File: src/rtl/sisc_mem_arbiter.sv
// rtl/sisc_mem_arbiter.sv - single-port SISC memory arbiter (data, fetch, debug)
module sisc_mem_arbiter #(
    parameter int AW         = 16,
    parameter int DW         = 32,
    parameter int MEM_LAT    = 1,
    parameter int STARVE_MAX = 8
) (
    input  logic          clk,
    input  logic          rst,
    input  logic          hold,
    input  logic          req_d,
    input  logic          we_d,
    input  logic [AW-1:0] addr_d,
    input  logic [DW-1:0] wdata_d,
    input  logic          req_f,
    input  logic          we_f,
    input  logic [AW-1:0] addr_f,
    input  logic [DW-1:0] wdata_f,
    input  logic          req_g,
    input  logic          we_g,
    input  logic [AW-1:0] addr_g,
    input  logic [DW-1:0] wdata_g,
    output logic          gnt_d,
    output logic          gnt_f,
    output logic          gnt_g,
    output logic          done_d,
    output logic          done_f,
    output logic          done_g,
    output logic [DW-1:0] rdata,
    output logic          busy,
    output logic          mem_en,
    output logic          mem_we,
    output logic [AW-1:0] mem_addr,
    output logic [DW-1:0] mem_wdata,
    input  logic [DW-1:0] mem_rdata
);

    typedef enum logic [1:0] {IDLE, ISSUE, WAIT, RESP} state_t;

    localparam logic [2:0] LAT_LAST   = 3'(MEM_LAT - 1);
    localparam logic [3:0] STARVE_LIM = 4'(STARVE_MAX);

    state_t     state;
    logic [2:0] wait_cnt;
    logic [3:0] starve_cnt;
    logic       acc_we;

    logic elig_d, elig_f, elig_g, any_elig, force_g;
    logic win_d, win_f, win_g;

    // hold masks the CPU-side requesters; debug stays eligible
    always_comb begin
        elig_d   = req_d & ~hold;
        elig_f   = req_f & ~hold;
        elig_g   = req_g;
        any_elig = elig_d | elig_f | elig_g;
        force_g  = req_g && (starve_cnt == STARVE_LIM);
        win_d    = !force_g && elig_d;
        win_f    = !force_g && !elig_d && elig_f;
        win_g    = force_g || (elig_g && !elig_d && !elig_f);
    end

    always_ff @(posedge clk or posedge rst) begin
        if (rst) begin
            state      <= IDLE;
            wait_cnt   <= '0;
            starve_cnt <= '0;
            acc_we     <= 1'b0;
            gnt_d      <= 1'b0;
            gnt_f      <= 1'b0;
            gnt_g      <= 1'b0;
            done_d     <= 1'b0;
            done_f     <= 1'b0;
            done_g     <= 1'b0;
            rdata      <= '0;
            busy       <= 1'b0;
            mem_en     <= 1'b0;
            mem_we     <= 1'b0;
            mem_addr   <= '0;
            mem_wdata  <= '0;
        end else begin
            done_d <= 1'b0;
            done_f <= 1'b0;
            done_g <= 1'b0;
            mem_en <= 1'b0;
            mem_we <= 1'b0;
            case (state)
                IDLE: begin
                    if (any_elig) begin
                        state  <= ISSUE;
                        busy   <= 1'b1;
                        mem_en <= 1'b1;
                        gnt_d  <= win_d;
                        gnt_f  <= win_f;
                        gnt_g  <= win_g;
                        if (win_d) begin
                            mem_we    <= we_d;
                            acc_we    <= we_d;
                            mem_addr  <= addr_d;
                            mem_wdata <= wdata_d;
                        end else if (win_f) begin
                            mem_we    <= we_f;
                            acc_we    <= we_f;
                            mem_addr  <= addr_f;
                            mem_wdata <= wdata_f;
                        end else begin
                            mem_we    <= we_g;
                            acc_we    <= we_g;
                            mem_addr  <= addr_g;
                            mem_wdata <= wdata_g;
                        end
                        if (win_g)
                            starve_cnt <= '0;
                        else if (req_g && starve_cnt != STARVE_LIM)
                            starve_cnt <= starve_cnt + 4'd1;
                    end
                end
                ISSUE: begin
                    state    <= WAIT;
                    wait_cnt <= '0;
                end
                WAIT: begin
                    if (wait_cnt == LAT_LAST) begin
                        state  <= RESP;
                        done_d <= gnt_d;
                        done_f <= gnt_f;
                        done_g <= gnt_g;
                        if (!acc_we)
                            rdata <= mem_rdata;
                    end else begin
                        wait_cnt <= wait_cnt + 3'd1;
                    end
                end
                RESP: begin
                    state    <= IDLE;
                    busy     <= 1'b0;
                    gnt_d    <= 1'b0;
                    gnt_f    <= 1'b0;
                    gnt_g    <= 1'b0;
                    wait_cnt <= '0;
                end
                default: state <= IDLE;
            endcase
        end
    end

endmodule

File: config.mk
export PLATFORM = sky130hd
export DESIGN_NAME = sisc_mem_arbiter
export DESIGN_NICKNAME = d
export VERILOG_FILES = /design/src/rtl/sisc_mem_arbiter.sv
export SDC_FILE = /design/constraint.sdc
export NUM_CORES = 1
export LEC_CHECK = 0
export ABC_AREA = 1
export CORE_ASPECT_RATIO = 0.8
export CORE_MARGIN = 5
export CORE_UTILIZATION = 44
export CTS_BUF_LIST = sky130_fd_sc_hd__clkbuf_4 sky130_fd_sc_hd__clkbuf_8
export DETAILED_ROUTE_END_ITERATION = 10
export PLACE_DENSITY = 0.86
export SYNTH_ARGS = -nofsm -noshare
export SYNTH_HDL_FRONTEND = slang
export SYNTH_SLANG_ARGS = --single-unit
File: constraint.sdc
create_clock -name clk -period 8.5 [get_ports clk]
set_clock_uncertainty 0.15 [all_clocks]
set_input_delay 1.7 -clock clk [delete_from_list [all_inputs] [get_ports clk]]
set_output_delay 1.7 -clock clk [all_outputs]
set_load 0.02 [all_outputs]
==> run summary <==
• outcome: complete, no violations
• endpoint of the worst-slack reg-to-reg timing path: mem_wdata[19]$_DFFE_PP0P_
• postcts setup bufs: 0
• cell-internal power: 1.394 mW
• crit-path leading delay family: simple AND/OR/NAND/NOR gates
• share of flip-flops with an asynchronous set or reset after synthesis: 100.0%
• Final Wtd Congestion: 0.8227
• Syn Nets: 912
• Cell Rows: 35
• share of post-route cells with drive strength above 1: 2.792%
• total power of the final layout: 2.415 mW
• normalized max-slew margin: 24.63%
• startpoint type of the worst setup path: primary input
• drt via density: 4.964
• quantity of gates resized following cts: 0
• post-placement setup slack: 3675 ps
• hold buffer count at cts: 0
• total number of yosys warnings: 0
• total track usage: 23.98%
• Max Buffers Root-to-Sink: 2
• # port buffers: 273
• worst path required time: 8620 ps
• count of flip-flops with a built-in enable after synthesis: 0
• # DRC: 0
• switching portion of total power: 42.28%
• dominant cells by area after synthesis: sky130_fd_sc_hd__dfrtp_1, sky130_fd_sc_hd__nand2_1, sky130_fd_sc_hd__nand3_1
• core box area: 11,520 um2
• least setup slack across all paths after layout: 4052 ps
• reg2reg setup slack: 5190 ps
• Final HPWL DP: 12,460 um
• remaining global-route overflow: 0
• maximum vdd drop: 0.0001655 V
• total inserted antenna cells: 0
• Clk pin slew, worst setup/hold paths: 100 ps
• non-filler instance count after layout: 1,115
• number of detailed-route iterations in the first pass: 5
• Avg Inst Size Synth: 7.187 um2
• CP max FO: 55
• max capacitance violation total: 0
• post-route minimum period: 4448 ps
• Met2 Routed Length: 8422 um
• highest metal layer with signal wires: met4
• H-tree levels: 3
• number of cells on the worst hold path: 2
• Antenna Violating Nets Remaining: 0
• post-DR wirelength/cell: 15.57 um
• die extent in y: 106.9 um
• CTS tree: built
• DRT Wirelength: 17,360 um
• fmax: 224.8 MHz
• total standard cell area after synthesis: 5167 um2
• area of the die: 14,020 um2
• number of vias in the routed layout: 5,535
• net switching power figure: 1.021 mW
• Tightest Pin Transition: 1127 ps
• width of the chip: 131.2 um
• top cell type by total area after synthesis: sky130_fd_sc_hd__dfrtp_1
• longest individual stage delay on the worst path: 870 ps
• number of instances in the placed design: 1,099
• CP cell instances: clkdlybuf4s50_1 -> nand2_1 -> inv_1 -> nand2_2 -> nand2_2 -> nand2_1 -> nand3_1 -> nand2_1 -> nand2_1
• number of antenna violations at the first check in global routing: 0
• Crit. End Element: flop
• pin count of the biggest net entering global routing: 106
• type of the worst min-delay path: reg -> reg
• Synth Register Bits: 99
• cells on worst reg2reg path: 10
• cell count after synthesis: 719
• portion of synthesized cell area occupied by the leading cell type: 47.94%
• hold path startpoint: mem_wdata[3]$_DFFE_PP0P_
• most used flip-flop cell after synthesis: sky130_fd_sc_hd__dfrtp_1
• area added between synthesis and finish: 56.46%
• share of total power in sequential cells: 33.8%
• global-route wire length before repair: 27,100 um
• Synth top cells by count: sky130_fd_sc_hd__nand2_1, sky130_fd_sc_hd__nand3_1, sky130_fd_sc_hd__nor2_1, sky130_fd_sc_hd__dfrtp_1, sky130_fd_sc_hd__inv_1
• number of nets in the layout: 1,155
• power share of the clock group: 12.6%
• total length of routed met3 wires: 1404 um
• post-synthesis sequential area ratio: 47.94%
• WL met1: 7136 um
• via count of the first global-routing pass: 5,253
• clock tree root buffer cell: sky130_fd_sc_hd__clkbuf_8
• Skew-Pair Late Insertion Delay: 370 ps
• classification of the worst setup path: in -> reg
• leading cell type by number of instances after synthesis: sky130_fd_sc_hd__nand2_1
• Util after Layout: 70.20%
• worst path arrival time: 4570 ps
• buffer and inverter count on the worst path: 2
• Clock Sinks: 99
• number of endpoints failing setup at the final stage: 0
• number of distinct library cell variants in the gate-level netlist after synthesis: 22
• cell with the biggest individual delay on the critical path: sky130_fd_sc_hd__nand2_2
• starting density of the core: 44.87%
• leakage dissipation: 3.962 nW
• portion of the clock cycle consumed by the worst path in the final layout: 52.33%
• Hold EP: mem_wdata[3]$_DFFE_PP0P_
• Final Hold Fails: 0
• max-slew violations: 0
• Starting DRT DRC Count: 369
• I/O pin count: 274
• unrepaired setup endpoints after global routing: no
• startpoint of the most critical register-to-register path: starve_cnt[0]$_DFFE_PP0P_
• Final TNS setup: 0 ps
• most repeated library cell on the critical path: sky130_fd_sc_hd__nand2_1
• power per cell area: 298.7 nW/um2
• combinational share of power: 53.6%
• CTS Buf Count: 9
routing by layer:
metal | track usage, % | vias up
met5 | 0 | -
met4 | 7.938 | 0
met3 | 7.129 | 28
met2 | 39.67 | 230
met1 | 30.20 | 2551
li1 | - | 2726
registers in the layout, indices dropped and copies added, names as in the netlist:
name / cells
rdata: 32
mem_en: 1
acc_we: 1
mem_wdata: 32
mem_we: 1
wait_cnt: 3
done_g: 1
gnt_d: 1
gnt_g: 1
gnt_f: 1
state: 2
done_f: 1
busy: 1
done_d: 1
starve_cnt: 4
mem_addr: 16
worst max path at each step:
| stage | end | cells after the start | startpoint |
|---|---|---|---|
| 4_1_cts | mem_wdata[19]$_DFFE_PP0P_ | 9 | req_g |
| 6_report | mem_wdata[19]$_DFFE_PP0P_ | 9 | req_g |
| 3_5_place_dp | mem_wdata[19]$_DFFE_PP0P_ | 9 | req_g |
| 5_1_grt | mem_wdata[21]$_DFFE_PP0P_ | 9 | req_g |
| 2_1_floorplan | acc_we$_DFFE_PP0P_ | 1 | rst |
| 3_3_place_gp | mem_wdata[25]$_DFFE_PP0P_ | 9 | req_g |
power by group through the flow:
stage               clock (mW)  combinational, mW  sequential, mW
global route             0.336               1.41           0.843
CTS                      0.316               1.30           0.815
global placement             0               1.28           0.812
floorplan                    0              0.461            1.05
detailed placement           0               1.30           0.816
finish                   0.305               1.29           0.816
cell usage in the layout (no fill, tap or decap), drive strengths merged:
cell and instances:
o21ai 39, dfrtp 99, nand4 2, buf 2
inv 56, nand2 249, clkdlybuf4s50 273, clkinv 1
o22ai 1, or2 2, a21oi 4, ha 8
clkbuf 10, clkinvlp 1, nor2 109, nand3 109
xor2 2
tightest hold or removal path, delay by kind of cell, from the launching register on:
family	cells	cell delay, ps
simple gates	2	100
flops	1	360
area by class of cell:
cell class | count | area [um2]
Fill cell | 937 | 3432
Tap cell | 148 | 185.2
Clock inverter | 6 | 53.80
Clock buffer | 10 | 137.6
Inverter | 52 | 197.7
Multi-Input combinational cell | 525 | 2286
Sequential cell | 99 | 2477
Timing Repair Buffer | 275 | 2748
logic make-up (layout without fill, tap and decap cells):
kind of cell	Yosys count	count (layout)	synth area share, %
buffers and inverters	95	343	8.208
adders and majority gates	8	8	1.937
xor gates and xnor gates	2	2	0.3390
AOI/OAI and AO/OA	44	44	4.286
DFF	99	99	47.94
and+or+nand+nor	471	471	37.29
through the flow:
step / hold WS (ps) / instance area (um2)
5_1_grt: 368.2 / 8085
3_3_place_gp: 312.0 / 7894
2_1_floorplan: 291.4 / 5167
4_1_cts: 341.3 / 8085
6_report: 339.9 / 8085
3_5_place_dp: 315.0 / 7894
No activity file was read; power rests on OpenSTA's default activity.
